`config.mk`:
```
export PLATFORM = sky130hd
export DESIGN_NAME = fifo_serial_arbiter
export DESIGN_NICKNAME = d
export VERILOG_FILES = /design/src/rtl/fifo_serial_arbiter.sv
export SDC_FILE = /design/constraint.sdc
export NUM_CORES = 1
export LEC_CHECK = 0
export BUFFER_PORTS_ARGS = -buffer_cell sky130_fd_sc_hd__buf_2
export CAP_MARGIN = 20
export CORE_MARGIN = 1.5
export CORE_UTILIZATION = 43
export DETAILED_ROUTE_END_ITERATION = 7
export MAX_ROUTING_LAYER = met4
export PLACE_DENSITY = 0.77
export SYNTH_ARGS = -nofsm -noshare
export SYNTH_HDL_FRONTEND = slang
export SYNTH_SLANG_ARGS = --single-unit
```
`constraint.sdc`:
```
create_clock -name clk -period 1.9 [get_ports clk]
set_clock_uncertainty 0.1 [all_clocks]
set_input_delay 0.19 -clock clk [delete_from_list [all_inputs] [get_ports clk]]
set_output_delay 0.19 -clock clk [all_outputs]
set_load 0.005 [all_outputs]
```
`src/rtl/fifo_serial_arbiter.sv`:
```
// Two-requester arbiter that serialises each accepted pixel result into a
// coordinate word followed by a pixel word on a shared output FIFO.
module fifo_serial_arbiter #(
    parameter int FIXED_PRIO = 0,
    parameter int CNT_W      = 16
) (
    input  logic             clk,
    input  logic             reset_n,
    input  logic             enable,
    input  logic             req0_valid,
    input  logic [9:0]       req0_x,
    input  logic [9:0]       req0_y,
    input  logic [7:0]       req0_left,
    input  logic [7:0]       req0_right,
    output logic             req0_ready,
    input  logic             req1_valid,
    input  logic [9:0]       req1_x,
    input  logic [9:0]       req1_y,
    input  logic [7:0]       req1_left,
    input  logic [7:0]       req1_right,
    output logic             req1_ready,
    input  logic             outfifo_full,
    output logic             outfifo_wrreq,
    output logic [31:0]      outfifo_data,
    output logic             grant_id,
    output logic             busy,
    output logic [CNT_W-1:0] pkt_count
);

    typedef enum logic [1:0] {
        IDLE       = 2'd0,
        SEND_COORD = 2'd1,
        SEND_PIX   = 2'd2
    } state_t;

    state_t           state_q, state_d;
    logic [9:0]       x_q, x_d, y_q, y_d;
    logic [7:0]       left_q, left_d, right_q, right_d;
    logic             grant_q, grant_d;
    logic             last_q, last_d;
    logic [CNT_W-1:0] cnt_q, cnt_d;

    logic win1;
    logic grant_ok;
    logic accept0;
    logic accept1;
    logic wr;

    // On a tie, round-robin hands the grant to whoever was not served last.
    assign win1     = req1_valid & (~req0_valid | ((FIXED_PRIO == 0) & ~last_q));
    // reset_n gates the handshake so readies fall the instant reset asserts.
    assign grant_ok = reset_n & enable & (state_q == IDLE);
    assign accept0  = grant_ok & req0_valid & ~win1;
    assign accept1  = grant_ok & win1;
    assign wr       = (state_q != IDLE) & ~outfifo_full;

    always_ff @(posedge clk or negedge reset_n) begin
        if (!reset_n) begin
            state_q <= IDLE;
            x_q     <= '0;
            y_q     <= '0;
            left_q  <= '0;
            right_q <= '0;
            grant_q <= 1'b0;
            last_q  <= 1'b1;
            cnt_q   <= '0;
        end else begin
            state_q <= state_d;
            x_q     <= x_d;
            y_q     <= y_d;
            left_q  <= left_d;
            right_q <= right_d;
            grant_q <= grant_d;
            last_q  <= last_d;
            cnt_q   <= cnt_d;
        end
    end

    always_comb begin
        state_d = state_q;
        x_d     = x_q;
        y_d     = y_q;
        left_d  = left_q;
        right_d = right_q;
        grant_d = grant_q;
        last_d  = last_q;
        cnt_d   = cnt_q;
        case (state_q)
            IDLE: begin
                if (accept0 | accept1) begin
                    x_d     = win1 ? req1_x     : req0_x;
                    y_d     = win1 ? req1_y     : req0_y;
                    left_d  = win1 ? req1_left  : req0_left;
                    right_d = win1 ? req1_right : req0_right;
                    grant_d = win1;
                    last_d  = win1;
                    state_d = SEND_COORD;
                end
            end
            SEND_COORD: begin
                if (wr) begin
                    state_d = SEND_PIX;
                end
            end
            SEND_PIX: begin
                if (wr) begin
                    cnt_d   = cnt_q + CNT_W'(1);
                    state_d = IDLE;
                end
            end
            default: state_d = IDLE;
        endcase
    end

    always_comb begin
        req0_ready    = accept0;
        req1_ready    = accept1;
        outfifo_wrreq = wr;
        outfifo_data  = 32'd0;
        case (state_q)
            SEND_COORD: outfifo_data = {1'b0, 5'b0, y_q, 6'b0, x_q};
            SEND_PIX:   outfifo_data = {1'b1, 15'b0, left_q, right_q};
            default:    outfifo_data = 32'd0;
        endcase
        grant_id  = grant_q;
        busy      = (state_q != IDLE);
        pkt_count = cnt_q;
    end

endmodule

```
==> flow_metrics.tcl <==
set metrics [dict create \
    status "finished with violations" \
    violations "DRC, setup timing" \
    gr-usage-met3_pct 3.307 \
    rows 29 \
    postSynthCellCount 291 \
    ys_ff_latch 56 \
    root_buffer "clkbuf_8" \
    initial_core_util_pct 45.08 \
    hold_start "req0_x[5]" \
    synthesis.area_mm2 0.002912 \
    tightest_slew_ps 704.1 \
    finalCriticalPeriod_ps 1914 \
    wire_per_inst_um 13.61 \
    crit-reg2reg-launch "state_q[1]$_DFFE_PN0P_" \
    drc_errors 8 \
    crit_required_ps 2030 \
    r2r-end "pkt_count[7]$_DFFE_PN0P_" \
    ir_worst_vdd_v 0.0006007 \
    routed_wl_um 6752 \
    drtIter0Drc 86 \
    area_growth_pct 33.26 \
    setup_ws_ps -14.26 \
    vias_per_cell 5.081 \
    finalInstanceArea_mm2 0.003880 \
    seq_area_frac_synth_pct 48.17 \
    fin_total_pwr_mw 4.210 \
    cts_tree "built" \
    drv_cap 0 \
    p_per_area_mw_per_mm2 1085 \
    drive_gt1_share_pct 39.38 \
    grt_max_degree 57 \
    avgSynthCellArea_um2 10.01 \
    vias 2520 \
    clkLatencyLatePin_ps 310 \
    drv_slew 0 \
    critPathLaunchType "flip-flop" \
    layout_commonest_cell "buf_2" \
    die_h_um 85.29 \
    synthMuxAreaShare_pct 12.76 \
    min_to "x_q[5]$_DFFE_PN0P_" \
    cts_made_buffers 5 \
    gr-max-usage-layer "met2" \
    h-tree-depth 2 \
    reg2reg_depth 6 \
    cp-end-kind "flip-flop" \
    die_area_mm2 0.007274 \
    drt_pass1_iterations 7 \
    core_area_mm2 0.006459 \
    routabilityCongestion 0.8246 \
    hpwlAfterDp_um 4960 \
    timing.slew.headroom_pct 53.06 \
    diodes 0 \
    synth_fa_ha_area_share_pct 1.719 \
    clockBufferDepth 2 \
    final_cell_mix "buf_2, dfrtp_1, nand2_1" \
    synth_compound_area_share_pct 10.61 \
    timing_hold_violations_final 0 \
    r2r_slack_ps -10 \
    synthTopCellsByArea "dfrtp_1, mux2i_1, nand2_1" \
    rsz0062_at_grt "true" \
    fmax_mhz 522.4 \
    final_cells 496 \
    setup_viol 1 \
    grtUsageMet2_pct 31.10 \
    cellLeakagePower_nw 2.080 \
    post_dp_cell_area_mm2 0.003650 \
    min_path_type "in -> reg" \
    finish.utilization_pct 60.07 \
    fin_crit_sh_pct 100.8 \
    grtUsageTotal_pct 19.37 \
    ys_types 39 \
    synth_top_area_share_pct 47.27 \
    dp.cells 483 \
    cts_sinks 56 \
    clkTransAtPathRegs_ps 100 \
    grt_overflow_total 0 \
    hold_depth 3 \
    synth_xor_xnor_area_share_pct 4.512 \
    fin_nets 500 \
    grt.met1_usage_pct 24.97 \
    synth_top_area_cell "dfrtp_1" \
    antenna_found_initial 0 \
    die_w_um 85.29 \
    grt_pass1_wl_um 10910 \
    ios 131 \
    crit_arrival_ps 2040 \
    ys_warn_count 0 \
    synth_top_family_by_area "simple AND/OR/NAND/NOR gates" \
    grt_pass1_vias 2423 \
    setup_tns_ps -14.26 \
    ant_nets 0 \
    cp_max_fo 4 \
    path_class "reg -> reg" \
    synth_simple_gate_area_share_pct 17.36 \
    port_buffers 125 \
]
-- logic make-up (layout without fill, tap and decap cells) --
| logic type | after synthesis | count (layout) |
|---|---|---|
| AOI/OAI and AO/OA | 54 | 54 |
| xor gates and xnor gates | 15 | 15 |
| adders and majority gates | 4 | 4 |
| buffers and inverters | 27 | 151 |
| DFF | 56 | 56 |
| muxes | 37 | 37 |
| other | 1 | 5 |
| and+or+nand+nor | 97 | 97 |
-- worst max path at each step --
| stage | start | endpoint | slack [ps] |
|---|---|---|---|
| final | state_q[1]$_DFFE_PN0P_ | pkt_count[7]$_DFFE_PN0P_ | -10 |
| after global routing | state_q[1]$_DFFE_PN0P_ | pkt_count[7]$_DFFE_PN0P_ | -80 |
| after CTS | state_q[1]$_DFFE_PN0P_ | req0_ready | 20 |
| after detailed placement | state_q[1]$_DFFE_PN0P_ | outfifo_data[9] | -5 |
| after global placement | state_q[1]$_DFFE_PN0P_ | outfifo_data[0] | 60 |
| after floorplan | state_q[0]$_DFFE_PN0P_ | pkt_count[7]$_DFFE_PN0P_ | 3 |
-- cell type report --
class | count | area [um^2]
inverter | 3 | 11.26
fill | 561 | 2579
timing repair buffer | 140 | 787.0
tap | 77 | 96.34
multi-input combinational | 212 | 1485
clock inverter | 2 | 15.01
clock buffer | 6 | 82.58
sequential | 56 | 1403
-- sequential cells by signal, indices dropped and copies added (netlist names) --
name and flops:
grant_id 1, last_q 1, left_q 8, pkt_count 16, right_q 8, state_q 2
x_q 10, y_q 10
-- cells in the mapped netlist --
| library cell | number |
|---|---|
| a211oi_1 | 1 |
| a21boi_1 | 1 |
| a21o_1 | 1 |
| a21oi_1 | 1 |
| a22oi_1 | 10 |
| a31oi_1 | 1 |
| and2_1 | 7 |
| and3_1 | 13 |
| and3_2 | 1 |
| and4_1 | 1 |
| buf_2 | 5 |
| buf_4 | 6 |
| buf_6 | 1 |
| clkbuf_1 | 12 |
| conb_1 | 1 |
| dfrtp_1 | 55 |
| dfstp_2 | 1 |
| ha_1 | 4 |
| inv_1 | 3 |
| mux2_2 | 1 |
| mux2i_1 | 36 |
| nand2_1 | 44 |
| nand3_1 | 3 |
| nand4_1 | 1 |
| nand4bb_1 | 1 |
| nor2_1 | 6 |
| nor2_2 | 1 |
| nor2b_1 | 10 |
| nor3_1 | 3 |
| nor4_2 | 2 |
| nor4b_1 | 1 |
| o211ai_1 | 2 |
| o21ai_0 | 32 |
| o21ai_1 | 5 |
| or3_1 | 1 |
| or3_4 | 1 |
| or3b_1 | 1 |
| xnor2_1 | 9 |
| xor2_1 | 6 |
-- worst max-delay path, cell delays in order, from the launching register on --
cell     delay, ps
dfrtp_1        440
inv_2           90
ha_4           170
or3b_4         410
or3_4          370
nor2_4         100
xor2_1         150
-- metal layers --
layer / wire (um) / up-vias
met5: 0 / -
met4: 79 / 0
met3: 394 / 7
met2: 3223 / 96
met1: 3055 / 1175
li1: - / 1242
-- timing repair --
item | 4_1_cts | 5_1_grt
hold buffers | 1 | 0
setup endpoints to repair | 27 | 20
pin swaps | 0 | 2
setup buffers | 1 | 3
resized for setup | 9 | 11
hold endpoints to repair | 55 | 0
-- where the power goes --
| group | switching (mW) | internal (mW) |
|---|---|---|
| Combinational | 0.830 | 0.798 |
| Sequential | 0.264 | 1.64 |
| Clock | 0.383 | 0.296 |
-- through the flow --
step                      setup WS [ps]  hold slack [ps]
after CTS                         18.85            39.55
after global placement            55.69            318.9
final                            -14.26            42.88
after detailed placement         -4.753            318.0
after global routing             -80.49            44.88
after floorplan                   2.553           -205.6
Power figures use the tool's default switching activity.
